$ cat src/rtl/ycbcr_mac_seq.sv
// ycbcr_mac_seq: serializes YCbCr pixels into three shared MAC channels
// (Y, Cb, Cr on consecutive cycles) and collects the aligned R/G/B results
// into a small FIFO. Input acceptance is credit-gated, so every pixel sent
// into the MAC pipe is guaranteed a FIFO slot.
module ycbcr_mac_seq #(
    parameter int MAC_LAT    = 6,
    parameter int FIFO_DEPTH = 4
) (
    input  logic        clk,
    input  logic        rst,
    input  logic        pix_valid,
    output logic        pix_ready,
    input  logic [23:0] pix_data,
    output logic        mac_dvalid,
    output logic [7:0]  mac_vdata,
    output logic        mac_clk_en,
    input  logic        r_dvalid,
    input  logic        g_dvalid,
    input  logic        b_dvalid,
    input  logic [7:0]  r_data,
    input  logic [7:0]  g_data,
    input  logic [7:0]  b_data,
    output logic        rgb_valid,
    input  logic        rgb_ready,
    output logic [23:0] rgb_data,
    output logic        busy,
    output logic        align_err,
    output logic        overflow
);

    localparam int AW       = $clog2(FIFO_DEPTH);
    localparam int CW       = $clog2(FIFO_DEPTH + 1);
    // The credit rule caps inflight at FIFO_DEPTH; the MAC pipe itself can
    // hold at most about MAC_LAT/3 pixels. Size for the larger bound.
    localparam int PIPE_PIX = MAC_LAT / 3 + 2;
    localparam int INF_MAX  = (FIFO_DEPTH > PIPE_PIX) ? FIFO_DEPTH : PIPE_PIX;
    localparam int IW       = $clog2(INF_MAX + 1);

    localparam logic [1:0] S_IDLE = 2'd0;
    localparam logic [1:0] S_P0   = 2'd1;
    localparam logic [1:0] S_P1   = 2'd2;
    localparam logic [1:0] S_P2   = 2'd3;

    logic [1:0]    state_q, state_d;
    logic [23:0]   hold_q;
    logic [IW-1:0] infl_q, infl_d;
    logic [AW-1:0] wr_q, rd_q;
    logic [CW-1:0] cnt_q;
    logic [23:0]   mem_q [FIFO_DEPTH];
    logic          align_q, ovf_q;
    logic          accept, room, all_dv, any_dv, full, push, pop, dec;

    assign room       = (32'(cnt_q) + 32'(infl_q)) < 32'(FIFO_DEPTH);
    assign pix_ready  = !rst && (state_q == S_IDLE || state_q == S_P2) && room;
    assign accept     = pix_valid && pix_ready;
    assign mac_dvalid = (state_q == S_P0);
    assign busy       = (state_q != S_IDLE) || (infl_q != '0);
    assign mac_clk_en = busy;

    assign all_dv    = r_dvalid & g_dvalid & b_dvalid;
    assign any_dv    = r_dvalid | g_dvalid | b_dvalid;
    assign full      = (cnt_q == CW'(FIFO_DEPTH));
    assign rgb_valid = (cnt_q != '0);
    assign pop       = rgb_valid && rgb_ready;
    // A pop in the same cycle frees the slot, so a full FIFO can still push.
    assign push      = all_dv && (!full || pop);
    // Saturate at zero so a spurious result can never wrap the counter.
    assign dec       = push && (infl_q != '0);
    assign rgb_data  = rgb_valid ? mem_q[rd_q] : 24'h0;
    assign align_err = align_q;
    assign overflow  = ovf_q;

    // Component mux: one byte of the held pixel per sequencer state.
    always_comb begin
        mac_vdata = 8'h00;
        case (state_q)
            S_P0:    mac_vdata = hold_q[23:16];
            S_P1:    mac_vdata = hold_q[15:8];
            S_P2:    mac_vdata = hold_q[7:0];
            default: mac_vdata = 8'h00;
        endcase
    end

    // Sequencer next state; P2 chains straight into P0 for back-to-back pixels.
    always_comb begin
        state_d = state_q;
        case (state_q)
            S_IDLE:  state_d = accept ? S_P0 : S_IDLE;
            S_P0:    state_d = S_P1;
            S_P1:    state_d = S_P2;
            S_P2:    state_d = accept ? S_P0 : S_IDLE;
            default: state_d = S_IDLE;
        endcase
    end

    // Inflight tracking: +1 per pixel launched, -1 per result pushed.
    always_comb begin
        infl_d = infl_q;
        case ({mac_dvalid, dec})
            2'b10:   infl_d = infl_q + IW'(1);
            2'b01:   infl_d = infl_q - IW'(1);
            default: infl_d = infl_q;
        endcase
    end

    // Control state, holding register, FIFO pointers and sticky flags.
    always_ff @(posedge clk or posedge rst) begin
        if (rst) begin
            state_q <= S_IDLE;
            hold_q  <= '0;
            infl_q  <= '0;
            wr_q    <= '0;
            rd_q    <= '0;
            cnt_q   <= '0;
            align_q <= 1'b0;
            ovf_q   <= 1'b0;
        end else begin
            state_q <= state_d;
            infl_q  <= infl_d;
            if (accept) hold_q <= pix_data;
            if (push) wr_q <= wr_q + AW'(1);
            if (pop)  rd_q <= rd_q + AW'(1);
            case ({push, pop})
                2'b10:   cnt_q <= cnt_q + CW'(1);
                2'b01:   cnt_q <= cnt_q - CW'(1);
                default: cnt_q <= cnt_q;
            endcase
            if (any_dv && !all_dv)        align_q <= 1'b1;
            if (all_dv && full && !pop)   ovf_q   <= 1'b1;
        end
    end

    // Result storage; contents are only meaningful behind the pointers.
    always_ff @(posedge clk) begin
        if (push) mem_q[wr_q] <= {r_data, g_data, b_data};
    end

endmodule

$ cat config.mk
export PLATFORM = sky130hd
export DESIGN_NAME = ycbcr_mac_seq
export DESIGN_NICKNAME = d
export VERILOG_FILES = /design/src/rtl/ycbcr_mac_seq.sv
export SDC_FILE = /design/constraint.sdc
export NUM_CORES = 1
export LEC_CHECK = 0
export CORE_ASPECT_RATIO = 1.2
export CORE_MARGIN = 5
export CORE_UTILIZATION = 48
export DETAILED_ROUTE_END_ITERATION = 16
export MAX_ROUTING_LAYER = met4
export PLACE_DENSITY = 0.76
export SLEW_MARGIN = 20
export SYNTH_ARGS = -nofsm -noshare
export SYNTH_HDL_FRONTEND = slang
export SYNTH_SLANG_ARGS = --single-unit
$ cat constraint.sdc
create_clock -name clk -period 2.23 [get_ports clk]
set_input_delay 0.446 -clock clk [delete_from_list [all_inputs] [get_ports clk]]
set_output_delay 0.446 -clock clk [all_outputs]
set_load 0.02 [all_outputs]
==> parameters.txt, run 1 <==
Parameter                              Value

Run status
  Run status ... finished with violations
  Failing checks ... negative setup slack

Pwr
  Fraction of power spent switching nets ... 30.03%
  Power density relative to cell area ... 1442 mW/mm²
  Total power of the final layout ... 11.66 mW
  Leakage component of the power ... 3.187 nW
  Clock group share of total power ... 27.2%
  Combinational share of power ... 43.5%
  Reg power frac ... 29.3%
  Cell Int Power ... 8.156 mW
  IR drop worst, VDD ... 0.0007059 V
  Sw power ... 3.501 mW

GRT
  Global-route total usage across every layer ... 18.96%
  Met2 track utilization from global routing ... 29.90%
  Initial antenna violation count ... 0
  Vias in the first global route ... 3,610
  Global Route met1 Usage ... 23.60%
  Most used routing layer ... met2
  Pin count of the biggest net entering global routing ... 27
  Met3 Usage GRT ... 5.118%
  Grt ovf ... 0
  First-pass GRT wire length ... 18,930 µm

Floorplanning
  Area inside the core boundary ... 0.01151 mm²
  Height of the chip ... 128.5 µm
  Die Outline Area ... 0.01397 mm²
  Width of the die ... 108.7 µm
  Number of top-level pins ... 94
  Std-Cell Rows ... 43
  Effective utilization at floorplan ... 48.76%

Yosys
  Mean instance size in the synthesized netlist ... 18.35 µm²
  Synth unique cells ... 33
  Synth Warn # ... 0
  Post-Syn Area ... 0.005614 mm²
  Synthesized net count ... 377
  Leading post-synthesis cells by cell area ... sky130_fd_sc_hd__edfxtp_1 51%, sky130_fd_sc_hd__dfrtp_1 17%, sky130_fd_sc_hd__mux4_2 9.6%, sky130_fd_sc_hd__mux2_4 5.1%, sky130_fd_sc_hd__and2_1 3.2%
  Total of flip-flops plus latches after synthesis ... 134
  Post-synthesis cell count ... 306
  Sequential fraction of the synthesis area ... 68.29%
  Share of the synthesized area in the top cell type ... 51.35%
  Area leader, netlist ... sky130_fd_sc_hd__edfxtp_1

Place
  Post-place instance area ... 0.007009 mm²
  Hpwl dp ... 7132 µm
  # placed instances ... 567
  Number of port buffers ... 93
  GPL Wtd Cong ... 0.7329

CTS
  # H-tree levels ... 4
  Clk buf depth ... 2
  Num Clock Sinks ... 134
  CTS Root Cell ... sky130_fd_sc_hd__clkbuf_16
  CTS clk-pin slew, worst paths ... 0.06 ns
  Latest clock arrival within the worst-skew pair ... 0.41 ns
  Clock buffers created by TritonCTS ... 17
  CTS tree ... built
  Hold buffer count at cts ... 0

Route
  Average routed wire per standard cell ... 19.87 µm
  DRC violation count after routing ... 0
  Wire length after detailed routing ... 12,200 µm
  Drt first pass iters ... 4
  Initial DRC Count ... 137
  Via/cell ratio ... 5.169
  Antenna-violating nets left ... 0
  Vias after detailed routing ... 3,174

Timing
  Fin Clk Skew ... 0.007426 ns
  Worst slew margin ... 61.86%
  RSZ-0062 raised after global routing ... true
  Setup Viol. Count Final ... 52
  Post-route worst setup slack ... -0.1775 ns
  Pins over their slew limit ... 0
  Slew @ Worst Pin ... 0.5715 ns
  Highest Clock Rate ... 415.4 MHz
  Post-route fraction of the period consumed by the critical path ... 108.0%
  Crit path time final ... 2.408 ns
  Fin. Hold Viols ... 0

Setup path
  Largest fanout of any net on the critical path ... 25
  Reg-to-reg slack, setup ... -0.18 ns
  Data required time at the worst endpoint ... 2.52 ns
  Crit path capture type ... register
  Worst Setup Path Type ... reg2reg
  Endpoint arrival time on the critical path ... 2.70 ns
  Crit path launch type ... register

Final layout
  Layout cell share with drive strength beyond 1 ... 45.30%
  Design Area, Final ... 0.008085 mm²
  Commonest non-fill, non-tap cells in the layout ... 96 x sky130_fd_sc_hd__edfxtp_1, 56 x sky130_fd_sc_hd__clkdlybuf4s50_1, 36 x sky130_fd_sc_hd__dfrtp_1
  Cell Count, Final, Fillers Out ... 614
  Ant. Diodes ... 0
  Synth-to-layout area growth ... 44.02%
  Most common library cell in the layout ignoring fill and taps ... sky130_fd_sc_hd__edfxtp_1
  Layout Nets ... 515

Job
  Max-cap check violation count ... 0

Hold path
  Type of the tightest min-delay check ... in2async
==> metrics by stage <==
| step | hold WS (ns) | setup TNS (ns) | util (%) | setup slack, ns |
|---|---|---|---|---|
| finish | 0.4293 | -5.761 | 70.22 | -0.1775 |
| global route | 0.4697 | -9.190 | 70.22 | -0.2263 |
| CTS | 0.4372 | -6.977 | 68.24 | -0.1854 |
| detailed placement | 0.4668 | -13.10 | 60.88 | -0.4375 |
| global placement | 0.4585 | -7.735 | 60.88 | -0.3693 |
| floorplan | 0.4699 | -2.893 | - | -0.1533 |
==> critical path, cell delays in order, from the launching register on <==
cell	delay, ns
sky130_fd_sc_hd__dfrtp_1	0.41
sky130_fd_sc_hd__ha_1	0.29
sky130_fd_sc_hd__or4_4	0.56
sky130_fd_sc_hd__or4b_4	0.51
sky130_fd_sc_hd__buf_12	0.19
sky130_fd_sc_hd__mux2_4	0.31
==> cell type report <==
type                       count  area [µm²]
clock inverter                15       251.5
tap                          157       196.4
fill                         772        3428
timing repair buffer         137        1513
multi-input combinational    140        1808
clock buffer                  17       425.4
inverter                      14       55.05
sequential                   134        3836
==> synthesized netlist by cell type, drive strengths merged <==
cell and count:
xor2 5, mux4 24, dfrtp 38, or3 1, mux2i 1, mux2 25
clkbuf 11, buf 7, fa 2, nor3 3, xnor2 4, a21o 1
a222oi 8, nand2 2, or4b 1, edfxtp 96, nor4b 1, a21oi 1
and2 29, nand3 1, o21ai 1, o21bai 1, nor2b 2, nor2 10
ha 14, inv 14, and3 2, or4 1
==> per-layer routing <==
layer  wire (µm)  part of all wire, %  vias up
met3         705                  5.8       16
li1            -                    -     1443
met5           0                    0        -
met1        5056                   41     1595
met2        6248                   51      120
met4         192                  1.6        0
==> registers in the layout, summed over array words and instances (netlist names) <==
| signal | count |
|---|---|
| wr_q | 2 |
| rd_q | 2 |
| cnt_q | 3 |
| overflow | 1 |
| mem_q | 96 |
| infl_q | 3 |
| hold_q | 24 |
| state_q | 2 |
| align_err | 1 |
==> cells by family (layout without fill, tap and decap cells) <==
family                     after synthesis  in the layout  share of synthesized area (%)
DFF                                    134            134                          68.29
and+or+nand+nor                         53             53                          5.549
muxes                                   50             50                          16.09
buffers and inverters                   32            183                          2.964
adders and majority gates               16             16                          3.833
AOI/OAI and AO/OA                       12             12                          1.872
xor gates and xnor gates                 9              9                          1.404
==> power by group through the flow <==
stage / clock (mW) / sequential [mW] / combinational [mW]
after floorplan: 0 / 3.36 / 2.48
after global routing: 3.35 / 3.46 / 5.42
after global placement: 0 / 3.40 / 4.10
final: 3.17 / 3.42 / 5.07
after detailed placement: 0 / 3.42 / 4.20
after CTS: 3.23 / 3.39 / 4.64
==> path summary, 6_finish.rpt <==
kind	cells past startpoint	from	endpoint
max	5	cnt_q[2]$_DFFE_PP0P_	hold_q[7]$_DFFE_PP0P_
min	2	rst	infl_q[0]$_DFFE_PP0P_
max reg2reg	5	cnt_q[2]$_DFFE_PP0P_	hold_q[7]$_DFFE_PP0P_
min reg2reg	1	overflow$_DFFE_PP0P_	overflow$_DFFE_PP0P_
max in group asynchronous	3	rst	hold_q[7]$_DFFE_PP0P_
min in group clk	1	overflow$_DFFE_PP0P_	overflow$_DFFE_PP0P_
==> timing repair <==
action                                  4_1_cts  5_1_grt
gates resized for setup                     203       75
buffers inserted                              9       10
cloned                                        4        1
endpoints found under the setup margin       62       62
pin swaps                                    12       40
(Power assumes the default switching activity.)
==> inputs of run 2 (changes only) <==
==> constraint.sdc (replaced) <==
create_clock -name clk -period 2.23 [get_ports clk]
set_input_delay 0.446 -clock clk [delete_from_list [all_inputs] [get_ports clk]]
set_output_delay 0.446 -clock clk [all_outputs]
set_load 0.1 [all_outputs]
==> run 2 against run 1 <==
Net effect:
- the flow still finishes with violations (negative setup slack)
- die area is the same
- clock skew grew 0.0036 ns
- global-route usage grew 0.065 points
- via count rose by 1.5%
- worst setup slack worse by 0.16 ns
- final area rose by 3.3%
- wire length barely moved
- hold slack improved by 0.020 ns
- critical endpoint is now pix_ready
- largest cell class unchanged
==> parameters.txt, run 2 (same netlist as run 1, synthesis figures left out) <==
Parameter                              Value

Run status
  Run status ... finished with violations
  Failing checks ... negative setup slack

Floorplanning
  Std-Cell Rows ... 43
  Width of the die ... 108.7 µm
  Effective utilization at floorplan ... 48.76%
  Area inside the core boundary ... 0.01151 mm²
  Height of the chip ... 128.5 µm
  Die Outline Area ... 0.01397 mm²
  Number of top-level pins ... 94

CTS
  Latest clock arrival within the worst-skew pair ... 0.41 ns
  # H-tree levels ... 4
  CTS Root Cell ... sky130_fd_sc_hd__clkbuf_16
  CTS clk-pin slew, worst paths ... 0.06 ns
  Clk buf depth ... 2
  Clock buffers created by TritonCTS ... 17
  Hold buffer count at cts ... 0
  CTS tree ... built
  Num Clock Sinks ... 134

GRT
  Pin count of the biggest net entering global routing ... 27
  First-pass GRT wire length ... 19,040 µm
  Grt ovf ... 0
  Initial antenna violation count ... 0
  Global-route total usage across every layer ... 19.02%
  Vias in the first global route ... 3,597

Final layout
  Ant. Diodes ... 0
  Layout Nets ... 514
  Number of flip-flops under the largest register name ... 96
  Most common library cell in the layout ignoring fill and taps ... sky130_fd_sc_hd__edfxtp_1
  Number of fillers in the final layout ... 721
  Layout cell share with drive strength beyond 1 ... 46.93%
  Register ranked first by flip-flop count ... mem_q
  Commonest non-fill, non-tap cells in the layout ... 96 x sky130_fd_sc_hd__edfxtp_1, 53 x sky130_fd_sc_hd__clkdlybuf4s50_1, 50 x sky130_fd_sc_hd__buf_12
  Register area ... 0.003836 mm²
  Largest registers ... mem_q (96), hold_q (24)
  Cell Count, Final, Fillers Out ... 613
  Multi-input combinational cell area ... 0.001849 mm²
  Synth-to-layout area growth ... 48.83%

Route
  Antenna-violating nets left ... 0
  Vias after detailed routing ... 3,221
  Drt first pass iters ... 5
  Initial DRC Count ... 131
  Average routed wire per standard cell ... 19.90 µm
  Wire length after detailed routing ... 12,200 µm
  DRC violation count after routing ... 0
  Via/cell ratio ... 5.254

Timing
  Post-route fraction of the period consumed by the critical path ... 115.2%
  Fin. Hold Viols ... 0
  Worst slew margin ... 58.10%
  Hold slack ... 0.4494 ns
  Post-route worst setup slack ... -0.3394 ns
  Crit path time final ... 2.569 ns
  Fin Clk Skew ... 0.01098 ns
  Slew @ Worst Pin ... 0.6278 ns
  Pins over their slew limit ... 0
  Setup Viol. Count Final ... 58
  Highest Clock Rate ... 389.2 MHz
  RSZ-0062 raised after global routing ... true

Place
  # placed instances ... 567
  GPL Wtd Cong ... 0.7609
  Hpwl dp ... 7354 µm
  Number of port buffers ... 93

Setup path
  Worst Setup Path Type ... reg2out
  Crit path capture type ... primary output
  Reg-to-reg slack, setup ... -0.28 ns
  Endpoint arrival time on the critical path ... 2.12 ns
  Worst Reg2Reg Path Length in Cells ... 6
  Largest fanout of any net on the critical path ... 4
  Endpoint of the worst-slack reg-to-reg timing path ... hold_q[17]$_DFFE_PP0P_
  Data required time at the worst endpoint ... 1.78 ns
  Startpoint of the worst-slack reg-to-reg timing path ... cnt_q[2]$_DFFE_PP0P_
  Crit path launch type ... register

Job
  Max-cap check violation count ... 0

Hold path
  Type of the tightest min-delay check ... in2async
## run 2: critical path: stages (launching register included)
cell	delay, ns
sky130_fd_sc_hd__dfrtp_1	0.44
sky130_fd_sc_hd__ha_1	0.31
sky130_fd_sc_hd__or4_4	0.49
sky130_fd_sc_hd__buf_6	0.13
sky130_fd_sc_hd__nor3_4	0.15
sky130_fd_sc_hd__buf_12	0.20
## run 2: stage by stage
stage	utilization [%]	setup WS (ns)	setup TNS, ns	area (µm²)
after floorplan	-	-0.1874	-3.514	5749
after detailed placement	64.76	-0.3790	-10.95	7456
after CTS	72.09	-0.3919	-11.26	8300
after global routing	72.57	-0.3988	-12.39	8356
final	72.57	-0.3394	-9.663	8356
after global placement	64.76	-0.2920	-7.474	7456
## run 2: timing repair
| item | 4_1_cts | 5_1_grt |
|---|---|---|
| setup buffers | 4 | 10 |
| endpoints found under the hold margin | 0 | 0 |
| endpoints found under the setup margin | 58 | 64 |
| gates cloned | 5 | 0 |
| pin swaps | 13 | 20 |
| resized for setup | 29 | 26 |
## run 2: layer usage
metal	vias to the layer above	share of wire [%]	track usage (%)
met5	-	0	-
met4	0	1.4	6.464
met3	14	5.9	5.068
met2	125	54	32.34
met1	1636	39	21.80
li1	1446	-	-
## run 2: cell type report
class,instances,area share (%)
well taps,157,2.351
clock inverters,12,1.527
clock buffers,20,5.466
repair buffers,136,21.95
multi-input cells,140,22.13
inverters,14,0.6589
flip-flops and latches,134,45.91
## run 2: worst max path at each step
stage	startpoint	endpoint	slack, ns	cells after the start
global route	cnt_q[2]$_DFFE_PP0P_	pix_ready	-0.40	5
detailed placement	rgb_ready	cnt_q[2]$_DFFE_PP0P_	-0.38	11
floorplan	infl_q[2]$_DFFE_PP0P_	pix_ready	-0.19	3
finish	cnt_q[2]$_DFFE_PP0P_	pix_ready	-0.34	5
global placement	b_dvalid	infl_q[2]$_DFFE_PP0P_	-0.29	10
CTS	cnt_q[2]$_DFFE_PP0P_	pix_ready	-0.39	5
Power of run 2 is left out: the tool's default activity adds up to more than one toggle a clock period on the data nets, which glitch-free logic cannot reach.
